File: src/rtl/alu_muldiv.sv
// alu_muldiv: execute-stage ALU plus iterative radix-2 multiply/divide unit
// with HI/LO registers.
//
// Ports
//   clk, reset_n        rising-edge clock, asynchronous active-low reset
//   a, b, f             ALU operands and op select (also the MD operands)
//   y, cout, zero       combinational ALU result, adder carry, y == 0
//   ovf                 signed ADD/SUB overflow (only when ALU_OVF_EN is defined)
//   md_start, md_op     launch MULT/MULTU/DIV/DIVU on a, b
//   md_abort            cancel an in-flight MD operation
//   hilo_we, hilo_wdata direct HI/LO writes (MTHI/MTLO)
//   md_busy, md_done    MD engine iterating / one-cycle result pulse
//   hi, lo              HI and LO registers
//
// Configuration macro: ALU_OVF_EN adds the ovf output port.
module alu_muldiv #(
    parameter int WIDTH = 32
) (
    input  logic             clk,
    input  logic             reset_n,
    input  logic [WIDTH-1:0] a,
    input  logic [WIDTH-1:0] b,
    input  logic [2:0]       f,
    output logic [WIDTH-1:0] y,
    output logic             cout,
    output logic             zero,
`ifdef ALU_OVF_EN
    output logic             ovf,
`endif
    input  logic             md_start,
    input  logic [1:0]       md_op,
    input  logic             md_abort,
    input  logic [1:0]       hilo_we,
    input  logic [WIDTH-1:0] hilo_wdata,
    output logic             md_busy,
    output logic             md_done,
    output logic [WIDTH-1:0] hi,
    output logic [WIDTH-1:0] lo
);

    localparam int CW = $clog2(WIDTH);

    typedef enum logic [1:0] {
        S_IDLE = 2'd0,
        S_RUN  = 2'd1,
        S_DONE = 2'd2
    } state_t;

    // ---------------- ALU path ----------------
    logic [WIDTH-1:0] bb_s;
    logic [WIDTH-1:0] sum_s;
    logic [WIDTH-1:0] y_s;
    logic             cout_s;
    logic             ovf_add_s;

    // Shared adder with optional inversion of b; op decode selects the result.
    always_comb begin
        bb_s             = f[2] ? ~b : b;
        {cout_s, sum_s}  = {1'b0, a} + {1'b0, bb_s} + {{WIDTH{1'b0}}, f[2]};
        ovf_add_s        = (a[WIDTH-1] == bb_s[WIDTH-1]) && (sum_s[WIDTH-1] != a[WIDTH-1]);
        y_s              = {WIDTH{1'b0}};
        case (f[1:0])
            2'b00:   y_s = a & bb_s;
            2'b01:   y_s = a | bb_s;
            2'b10:   y_s = sum_s;
            2'b11: begin
                // 011 is plain XOR; 111 is signed less-than corrected for overflow.
                if (f[2]) begin
                    y_s = {{(WIDTH-1){1'b0}}, sum_s[WIDTH-1] ^ ovf_add_s};
                end else begin
                    y_s = a ^ b;
                end
            end
            default: y_s = {WIDTH{1'b0}};
        endcase
    end

    assign y    = y_s;
    assign cout = cout_s;
    assign zero = (y_s == {WIDTH{1'b0}});
`ifdef ALU_OVF_EN
    assign ovf  = (f[1:0] == 2'b10) && ovf_add_s;
`endif

    // ---------------- MD engine ----------------
    state_t             state_q;
    logic [CW-1:0]      cnt_q;
    logic               div_q;      // current op is a divide
    logic               dz_q;       // divide by zero: skip iteration
    logic [1:0]         sgn_q;      // [0] product/quotient negative, [1] remainder negative
    logic [WIDTH-1:0]   m_q;        // multiplicand or divisor magnitude
    logic [2*WIDTH-1:0] p_q;        // {acc/remainder, multiplier/quotient}
    logic [WIDTH-1:0]   hi_q;
    logic [WIDTH-1:0]   lo_q;
    logic               busy_q;
    logic               done_q;

    logic               signed_s;
    logic [WIDTH-1:0]   abs_a_s;
    logic [WIDTH-1:0]   abs_b_s;
    logic [WIDTH:0]     mul_sum_s;
    logic [WIDTH:0]     div_sh_s;
    logic [WIDTH:0]     div_diff_s;
    logic [2*WIDTH-1:0] step_s;
    logic [2*WIDTH-1:0] prod_s;
    logic [WIDTH-1:0]   quot_s;
    logic [WIDTH-1:0]   rem_s;
    logic [WIDTH-1:0]   res_hi_s;
    logic [WIDTH-1:0]   res_lo_s;

    // Operand magnitudes at launch, one shift-add / restoring-subtract step,
    // and sign fix-up of the final step's value.
    always_comb begin
        signed_s   = ~md_op[0];
        abs_a_s    = (signed_s && a[WIDTH-1]) ? -a : a;
        abs_b_s    = (signed_s && b[WIDTH-1]) ? -b : b;
        mul_sum_s  = {1'b0, p_q[2*WIDTH-1:WIDTH]} + (p_q[0] ? {1'b0, m_q} : {(WIDTH+1){1'b0}});
        div_sh_s   = {p_q[2*WIDTH-1:WIDTH], p_q[WIDTH-1]};
        div_diff_s = div_sh_s - {1'b0, m_q};
        if (!div_q) begin
            step_s = {mul_sum_s, p_q[WIDTH-1:1]};
        end else if (!div_diff_s[WIDTH]) begin
            step_s = {div_diff_s[WIDTH-1:0], p_q[WIDTH-2:0], 1'b1};
        end else begin
            step_s = {div_sh_s[WIDTH-1:0], p_q[WIDTH-2:0], 1'b0};
        end
        prod_s   = sgn_q[0] ? -step_s : step_s;
        quot_s   = sgn_q[0] ? -step_s[WIDTH-1:0] : step_s[WIDTH-1:0];
        rem_s    = sgn_q[1] ? -step_s[2*WIDTH-1:WIDTH] : step_s[2*WIDTH-1:WIDTH];
        res_hi_s = div_q ? rem_s  : prod_s[2*WIDTH-1:WIDTH];
        res_lo_s = div_q ? quot_s : prod_s[WIDTH-1:0];
    end

    // MD control FSM, datapath registers and HI/LO.
    always_ff @(posedge clk or negedge reset_n) begin
        if (!reset_n) begin
            state_q <= S_IDLE;
            cnt_q   <= {CW{1'b0}};
            div_q   <= 1'b0;
            dz_q    <= 1'b0;
            sgn_q   <= 2'b00;
            m_q     <= {WIDTH{1'b0}};
            p_q     <= {(2*WIDTH){1'b0}};
            hi_q    <= {WIDTH{1'b0}};
            lo_q    <= {WIDTH{1'b0}};
            busy_q  <= 1'b0;
            done_q  <= 1'b0;
        end else begin
            done_q <= 1'b0;
            case (state_q)
                S_IDLE, S_DONE: begin
                    if (md_start && !md_abort) begin
                        state_q <= S_RUN;
                        busy_q  <= 1'b1;
                        cnt_q   <= CW'(WIDTH-1);
                        div_q   <= md_op[1];
                        dz_q    <= md_op[1] && (b == {WIDTH{1'b0}});
                        sgn_q   <= {signed_s && a[WIDTH-1], signed_s && (a[WIDTH-1] ^ b[WIDTH-1])};
                        m_q     <= abs_b_s;
                        // Divide by zero keeps the raw dividend so it can be returned in HI.
                        p_q     <= {{WIDTH{1'b0}}, (md_op[1] && (b == {WIDTH{1'b0}})) ? a : abs_a_s};
                    end else begin
                        state_q <= S_IDLE;
                        busy_q  <= 1'b0;
                        if (hilo_we[1]) hi_q <= hilo_wdata;
                        if (hilo_we[0]) lo_q <= hilo_wdata;
                    end
                end
                S_RUN: begin
                    if (md_abort) begin
                        state_q <= S_IDLE;
                        busy_q  <= 1'b0;
                    end else if (dz_q) begin
                        state_q <= S_DONE;
                        busy_q  <= 1'b0;
                        done_q  <= 1'b1;
                        hi_q    <= p_q[WIDTH-1:0];
                        lo_q    <= {WIDTH{1'b1}};
                    end else begin
                        p_q <= step_s;
                        if (cnt_q == {CW{1'b0}}) begin
                            state_q <= S_DONE;
                            busy_q  <= 1'b0;
                            done_q  <= 1'b1;
                            hi_q    <= res_hi_s;
                            lo_q    <= res_lo_s;
                        end else begin
                            cnt_q <= cnt_q - CW'(1);
                        end
                    end
                end
                default: begin
                    state_q <= S_IDLE;
                    busy_q  <= 1'b0;
                end
            endcase
        end
    end

    assign md_busy = busy_q;
    assign md_done = done_q;
    assign hi      = hi_q;
    assign lo      = lo_q;

endmodule

File: config.mk
export PLATFORM = sky130hd
export DESIGN_NAME = alu_muldiv
export DESIGN_NICKNAME = d
export VERILOG_FILES = /design/src/rtl/alu_muldiv.sv
export SDC_FILE = /design/constraint.sdc
export NUM_CORES = 1
export LEC_CHECK = 0
export ABC_AREA = 1
export BUFFER_PORTS_ARGS = -buffer_cell sky130_fd_sc_hd__buf_2
export CAP_MARGIN = 25
export CORE_UTILIZATION = 45
export CTS_BUF_LIST = sky130_fd_sc_hd__clkbuf_4 sky130_fd_sc_hd__clkbuf_8 sky130_fd_sc_hd__clkbuf_16
export CTS_CLUSTER_SIZE = 8
export DETAILED_ROUTE_END_ITERATION = 10
export GPL_ROUTABILITY_DRIVEN = 1
export PLACE_DENSITY = 0.67
export RECOVER_POWER = 25
export SLEW_MARGIN = 20
export SYNTH_ARGS = -nofsm -noshare
export SYNTH_HDL_FRONTEND = slang
export SYNTH_SLANG_ARGS = --single-unit
File: constraint.sdc
create_clock -name clk -period 6.66 [get_ports clk]
set_input_delay 1.332 -clock clk [delete_from_list [all_inputs] [get_ports clk]]
set_output_delay 1.332 -clock clk [all_outputs]
set_load 0.01 [all_outputs]
; ---- Word-level counts from Yosys, hierarchy flattened
; Cells that the tools add are included.
[totals]
register_bits = 173
latchBits = 0
mem_count = 0
mem_bits_ro = 0
ram_bits = 0
input_bits = 107
[op_classes]
n_mul = 0
n_eq_ne = 16
order_cmp = 0
n_bitwise = 7
n_mux = 49
reduce_logical = 19
n_addsub = 10
n_shift = 0
div = 0
[op_table]
columns = operator, n
row1 = $mux W32, 20
row2 = $mux W64, 6
row3 = $neg A32 Y32, 4
row4 = $pmux W32 S2, 2
row5 = $pmux W32 S4, 1
row6 = $pmux W64 S2, 1
row7 = $add A32 B32 Y33, 2
row8 = $logic_not A32 Y1, 2
row9 = $neg A64 Y64, 1
row10 = $add A33 B1 Y33, 1
row11 = $sub A33 B32 Y33, 1
row12 = $and A32 B32 Y32, 1
row13 = $not A32 Y32, 1
row14 = $or A32 B32 Y32, 1
row15 = $xor A32 B32 Y32, 1
row16 = $mux W5, 4
row17 = $reduce_and A5 Y1, 3
row18 = $ne A2 B2 Y1 const B, 7
row19 = $pmux W5 S2, 1
row20 = $mux W1, 9
row21 = $eq A2 B2 Y1 const B, 3
row22 = $logic_and A1 B1 Y1, 6
row23 = $mux W2, 3
row24 = $logic_not A5 Y1, 1
row25 = 16 further kinds, 19

; ---- Depth between registers and ports, before layout
; Gate-level depths: netlist of run 1.
[depth]
word_depth = 10
depth_mapped = 34
mapped_depth_nobuf = 34

; ---- Least setup slack after synthesis of run 1
; OpenSTA, ideal clock, no wires.
[synth_path]
path_type = input port to output port
startpoint = in f[2]
endpoint = out zero
t_required_ps = 5328
setup_slack_ps = 157
arrival_time_ps = 5171
n_path_buf = 2
stages = 24
cell_sequence = buf_2 buf_1 xnor2_1 ha_1 nand2_1 o21ai_1 inv_1 o21ai_0 nand3_1 nand2_1 nand2_1 nand2_1 a21boi_0 nor4_1 a2111oi_0 fa_1 inv_1 a21oi_1 o21ai_0 a21oi_1 nor4_1 and2_0 nand3_1 nor3_1
[synth_via]
elab_chain_cells = 9
elab_cells_between_ends = 12
classes_between = 2 x add/sub / 2 x eq/ne / 3 x mux / 3 x bitwise / 2 x reduce/logical
[synth_rtl]
columns = item, line_no
row1 = start: declaration, 23  ; input logic [2:0] f,
row2 = $mux W32, 58  ; bb_s = f[2] ? ~b : b;
row3 = $add A32 B32 Y33, 59  ; {cout_s, sum_s} = {1'b0, a} + {1'b0, bb_s} + {{WIDTH{1'b0}}, f[2]};
row4 = $add A33 B1 Y33, 59
row5 = $ne A1 B1 Y1, 60  ; ovf_add_s = (a[WIDTH-1] == bb_s[WIDTH-1]) && (sum_s[WIDTH-1] != a[WIDTH-1]);
row6 = $logic_and A1 B1 Y1, 60
row7 = $xor A1 B1 Y1, 69  ; y_s = {{(WIDTH-1){1'b0}}, sum_s[WIDTH-1] ^ ovf_add_s};
row8 = $mux W32, 68  ; if (f[2]) begin
row9 = $pmux W32 S4 (*), 62  ; case (f[1:0])
row10 = via y[0], 24  ; output logic [WIDTH-1:0] y,
row11 = $logic_not A32 Y1 (*), 80  ; assign zero = (y_s == {WIDTH{1'b0}});
row12 = end: declaration, 26  ; output logic zero,
; Mark *: on every way through the listed nets, which the timed path passes. The rest lies on a longest branch.

; ---- Worst setup path after layout of run 1
[layout_path]
startpoint = in f[2]
endpoint = out zero
[layout_via]
elab_chain_cells = 9
elab_cells_between_ends = 12
classes_between = 2 x add/sub / 2 x eq/ne / 3 x mux / 3 x bitwise / 2 x reduce/logical
[layout_rtl]
columns = item, line_no
row1 = $mux W32, 58
row2 = $add A32 B32 Y33, 59
row3 = $add A33 B1 Y33, 59
row4 = $ne A1 B1 Y1, 60
row5 = $logic_and A1 B1 Y1, 60
row6 = $xor A1 B1 Y1, 69
row7 = $mux W32, 68
row8 = $pmux W32 S4 (*), 62
row9 = $logic_not A32 Y1 (*), 80
; Mark *: on every way between the ends. The rest lies on a longest branch, timed or not.

==> reports/metrics.cfg, run 1 <==
[status]
outcome = complete, but fails checks
violations = capacitance limit, slew limit

[drt]
wl_per_cell_um = 20.4
drt_iter0_markers = 2636
wl_um = 91900
dr.pass1.iters = 6
via_count = 25300
ant_nets = 0
vias_per_cell = 5.62
route.detailed.drc = 0

[worst_setup_path]
required_ns = 5.33
cp_top_family = compound AO/OA/AOI/OAI gates
critPathArrivalTime_ns = 5.28
critPathBufInv = 6
path_class = input pin to primary output
max_stage_delay_ns = 0.39
crit_path_start_kind = input pin
crit_slowest_cell = a2111oi_0
critPathMaxFanout = 6
critPathCaptureType = primary output

[timing]
tns_ns = 0
period_minus_slack_ns = 6.61
slew_violations = 126
setup_violations = 0
fin_worst_skew_ns = 0.0247
worstMarginPinSlew_ns = 2.66
max_freq_mhz = 151
period_share_pct = 99.3
max-slew-margin-rel_pct = -77.3
hold_violations = 0

[layout]
areaGrowthSynthToFinish_pct = 15.4
layout-drive-gt1-share_pct = 14.6
post-route-util_pct = 53.2
num-nets-final = 4125

[clock_tree]
cts_made_buffers = 17
postCtsHoldBufs = 0
tritoncts = yes
clk_pin_slew_worst_paths_ns = 0.07
cts_sinks = 172
clk_root_buffer_cell = clkbuf_16
clockBufferDepth = 2
htreeDepth = 4
clk_latency_ns = 0.50

[yosys]
ys_warn_count = 0
syn-instance-count = 3629
async_flop_share_pct = 100
ys_seq_area_share_pct = 19.9
synthFlopType = dfrtp_1
synth_edf_count = 0
avgSynthCellArea_um2 = 5.96
synth.ff_latch_count = 172
ys_types = 62
synthesis.nets = 3874
synth_area_um2 = 21600

[run]
maxCapViolCount = 3

[power]
ir_drop_v = 0.000212
powerDensity_nw_per_um2 = 391
power.leakage_nw = 13.2

[floorplanning]
num_rows = 79
die_h_um = 221
dieArea_um2 = 49000
die_w_um = 221
core_um2 = 47000
ios = 207
start_util_pct = 46.1

[placement]
port_buffers = 206
dp_hpwl_um = 73900
place.gp.congestion = 1.04

[global_route]
grt_use_total_pct = 37.1
grt_max_degree = 102
antenna_found_initial = 2
overflow = 0
grt_pass1_wl_um = 139000
grt_pass1_vias = 23000

[min_path]
hold_class = flip-flop to flip-flop

## final cells by class
cell class / count / area, um^2
repair buffers: 364 / 2260
diodes: 1 / 2.50
clock buffers: 20 / 454
fillers: 4996 / 22000
clock inverters: 12 / 149
multi-input cells: 2775 / 15000
well taps: 607 / 759
inverters: 550 / 2070
flip-flops and latches: 172 / 4310
## worst paths after layout
| kind | start | end | slack [ns] | cells after the start |
|---|---|---|---|---|
| worst max-delay path | f[2] | zero | 0.05 | 26 |
| min in group asynchronous | reset_n | m_q[1]$_DFFE_PN0P_ | 1.68 | 1 |
| worst min register to register | hi[0]$_DFFE_PN0P_ | hi[0]$_DFFE_PN0P_ | 0.49 | 2 |
| worst min-delay path | hi[0]$_DFFE_PN0P_ | hi[0]$_DFFE_PN0P_ | 0.49 | 2 |
| max in group asynchronous | reset_n | p_q[3]$_DFFE_PN0P_ | 1.43 | 3 |
| worst max register to register | p_q[31]$_DFFE_PN0P_ | hi[14]$_DFFE_PN0P_ | 0.82 | 31 |
## registers in the layout (all words and copies together) (netlist names)
signal   count
p_q         64
hi          32
lo          32
m_q         32
cnt_q        5
sgn_q        2
div_q        1
dz_q         1
md_busy      1
md_done      1
state_q      1
## layer usage
metal,global-route usage (%),routed length [um],up-vias
li1,-,-,12300
met1,50.5,39700,11700
met2,56.5,39000,1136
met3,5.64,8030,193
met4,19.4,5070,2
met5,0,13,-
## kinds of logic after synthesis
| group | share of synthesized area, % |
|---|---|
| simple gates | 35.2 |
| compound gates | 20.0 |
| flops | 19.9 |
| xor+xnor | 4.62 |
| mux | 0.0463 |
| buf+inv | 12.2 |
| fa+ha+maj | 8.12 |
## synth_stat cells (33+ instances only)
cell type,instances,area share [%]
a21oi_1,285,6.6
clkbuf_1,100,1.7
dfrtp_1,172,20
ha_1,134,7.8
inv_1,531,9.2
nand2_1,989,17
nand3_1,254,5.9
nand4_1,41,1.2
nor2_1,301,5.2
nor3_1,37,0.86
o21ai_0,241,5.6
o21ai_1,33,0.76
o22ai_1,33,0.95
or2_2,38,1.1
xnor2_1,55,2.2
xor2_1,59,2.4
## through the flow
step	total power, W	area [um^2]	cells	hold WS [ns]	worst slack (ns)
global route	0.0105	25000	4501	0.511	-0.0263
finish	0.00975	25000	4501	0.487	0.0496
detailed placement	0.00846	24000	4460	0.471	-0.412
global placement	0.00843	24000	4460	0.467	-0.289
CTS	0.00957	24700	4495	0.487	0.00103
floorplan	0.00622	21600	3629	0.473	0.157
## where the power goes
| group | switching (W) | internal (W) |
|---|---|---|
| Combinational | 0.00473 | 0.00217 |
| Sequential | 0.000392 | 0.00140 |
| Clock | 0.000509 | 0.000552 |
## cell usage in the layout, fill, tap and decap left out, types with 43 or more instances in the layout
| master | instances |
|---|---|
| buf_2 | 203 |
| xor2_1 | 59 |
| dfrtp_1 | 171 |
| xnor2_1 | 43 |
| nand3_1 | 253 |
| ha_1 | 133 |
| o21ai_0 | 237 |
| nor2_1 | 301 |
| inv_1 | 529 |
| buf_4 | 149 |
| a21oi_1 | 276 |
| nand2_1 | 983 |
## worst min-delay path: cells and delay by family (launching register included)
| kind | cells | cell delay [ns] |
|---|---|---|
| flops | 1 | 0.34 |
| simple gates | 1 | 0.06 |
| compound gates | 1 | 0.06 |
## timing repair
item | CTS | global route
gates cloned | 1 | 1
pin swaps | 13 | 18
endpoints found under the setup margin | 1 | 1
buffers inserted | 2 | 3
gates resized for setup | 22 | 39
hold endpoints to repair | 0 | 0
(Power assumes the default switching activity.)
==> run 2: changes to the inputs <==
--- a/config.mk
+++ b/config.mk
@@ -9,7 +9,6 @@
 export BUFFER_PORTS_ARGS = -buffer_cell sky130_fd_sc_hd__buf_2
 export CAP_MARGIN = 25
 export CORE_UTILIZATION = 45
-export CTS_BUF_LIST = sky130_fd_sc_hd__clkbuf_4 sky130_fd_sc_hd__clkbuf_8 sky130_fd_sc_hd__clkbuf_16
 export CTS_CLUSTER_SIZE = 8
 export DETAILED_ROUTE_END_ITERATION = 10
 export GPL_ROUTABILITY_DRIVEN = 1
==> constraint.sdc (replaced) <==
create_clock -name clk -period 6.6 [get_ports clk]
set_input_delay 1.32 -clock clk [delete_from_list [all_inputs] [get_ports clk]]
set_output_delay 1.32 -clock clk [all_outputs]
set_load 0.01 [all_outputs]
==> reports/metrics.cfg, run 2 (synthesis gave the netlist of run 1 again) <==
[floorplanning]
die_h_um = 221
ios = 207
start_util_pct = 46.1
die_w_um = 221
core_um2 = 47000
num_rows = 79
dieArea_um2 = 49000

[timing]
fin_worst_skew_ns = 0.0178
period_minus_slack_ns = 6.45
worstMarginPinSlew_ns = 4.46
slew_violations = 114
setup_violations = 0
tns_ns = 0
hold_violations = 0
max-slew-margin-rel_pct = -197
max_freq_mhz = 155
period_share_pct = 97.8
fin_ws_ns = 0.146

[placement]
pre_cts_ws_ns = -0.213
port_buffers = 206
dp_hpwl_um = 72500
placed_area_um2 = 24000
place.gp.congestion = 1.04

[clock_tree]
htreeDepth = 4
tritoncts = yes
clk_latency_ns = 0.48
clk_pin_slew_worst_paths_ns = 0.08
clockBufferDepth = 2
clk_root_buffer_cell = clkbuf_16
cts_made_buffers = 17
cts_sinks = 172

[worst_setup_path]
required_ns = 5.28
crit_path_start_kind = input pin
critPathArrivalTime_ns = 5.13
cp_top_family = simple AND/OR/NAND/NOR gates
crit_start = f[2]
path_class = input pin to primary output
critPathMaxFanout = 8
rr_startpoint = p_q[31]$_DFFE_PN0P_
crit_slowest_cell = fa_2
max_stage_delay_ns = 0.32
critPathBufInv = 7
critPathCaptureType = primary output

[power]
power.leakage_nw = 13.2
powerDensity_nw_per_um2 = 389
ir_drop_v = 0.000241
finalPower_w = 0.00979

[drt]
vias_per_cell = 5.62
ant_nets = 0
wl_um = 91000
drt_iter0_markers = 2801
wl_per_cell_um = 20.3
route.detailed.drc = 0
via_count = 25300
dr.pass1.iters = 8

[global_route]
grt_use_total_pct = 36.5
grt_pass1_vias = 23000
grt_pass1_wl_um = 137000
antenna_found_initial = 5
grt_max_degree = 91
overflow = 0

[layout]
areaGrowthSynthToFinish_pct = 16.2
num-nets-final = 4118
layout-drive-gt1-share_pct = 14.7
layout_commonest_cell = nand2_1
post-route-util_pct = 53.5
design_area_um2 = 25100
regMostFlops = p_q
largest_reg_flops = 64
final_cell_mix = nand2_1, inv_1, nor2_1, a21oi_1, nand3_1

[min_path]
hold_class = flip-flop to flip-flop
holdCritStartpoint = lo[26]$_DFFE_PN0P_

[run]
maxCapViolCount = 2

[status]
violations = capacitance limit, slew limit
outcome = complete, but fails checks

[run 2: cell type report]
type	instances	area [um^2]
Clock inverter	14	174
Clock buffer	18	429
Sequential cell	172	4310
Tap cell	607	759
Inverter	550	2070
Antenna cell	2	5.00
Multi-Input combinational cell	2775	15200
Timing Repair Buffer	357	2220
Fill cell	4897	21800
[run 2: final timing paths]
check | to | slack (ns) | cells past startpoint
max | zero | 0.15 | 26
min | lo[26]$_DFFE_PN0P_ | 0.49 | 1
max reg2reg | hi[14]$_DFFE_PN0P_ | 0.48 | 33
min reg2reg | lo[26]$_DFFE_PN0P_ | 0.49 | 1
max in group asynchronous | div_q$_DFFE_PN0P_ | 1.11 | 2
min in group asynchronous | m_q[7]$_DFFE_PN0P_ | 2.41 | 1
[run 2: through the flow]
stage | hold WS (ns) | instances
finish | 0.488 | 4495
global route | 0.506 | 4495
CTS | 0.488 | 4487
detailed placement | 0.468 | 4453
global placement | 0.459 | 4453
floorplan | 0.473 | 3629
[run 2: timing repair]
action,CTS,global route
endpoints found under the hold margin,0,0
setup endpoints to repair,1,2
buffers inserted,1,5
hold buffers,0,0
cloned,1,1
pin swaps,5,19
resized for setup,27,49
[run 2: routing by layer]
| metal | vias to the layer above | global-route usage, % | part of all wire (%) | routed length [um] |
|---|---|---|---|---|
| met2 | 1264 | 55.5 | 43 | 39000 |
| met3 | 210 | 5.76 | 9.4 | 8540 |
| li1 | 12300 | - | - | - |
| met1 | 11500 | 50.1 | 43 | 38900 |
| met5 | - | 0 | 0.024 | 22 |
| met4 | 4 | 18.0 | 5.1 | 4630 |
[run 2: report_power, final]
group | total, W | internal (W) | switching, W
Combinational | 0.00692 | 0.00220 | 0.00472
Clock | 0.00107 | 0.000542 | 0.000524
Sequential | 0.00180 | 0.00141 | 0.000394
Total | 0.00979 | 0.00415 | 0.00564
[run 2: worst register-to-register path: cells and delay by family, from the launching register on]
family	cells	cell delay, ns
AND/OR/NAND/NOR	24	3.42
adder cells (fa/ha/maj)	3	1.02
buffers and inverters	4	0.65
AO/OA/AOI/OAI	2	0.53
flip-flops	1	0.38
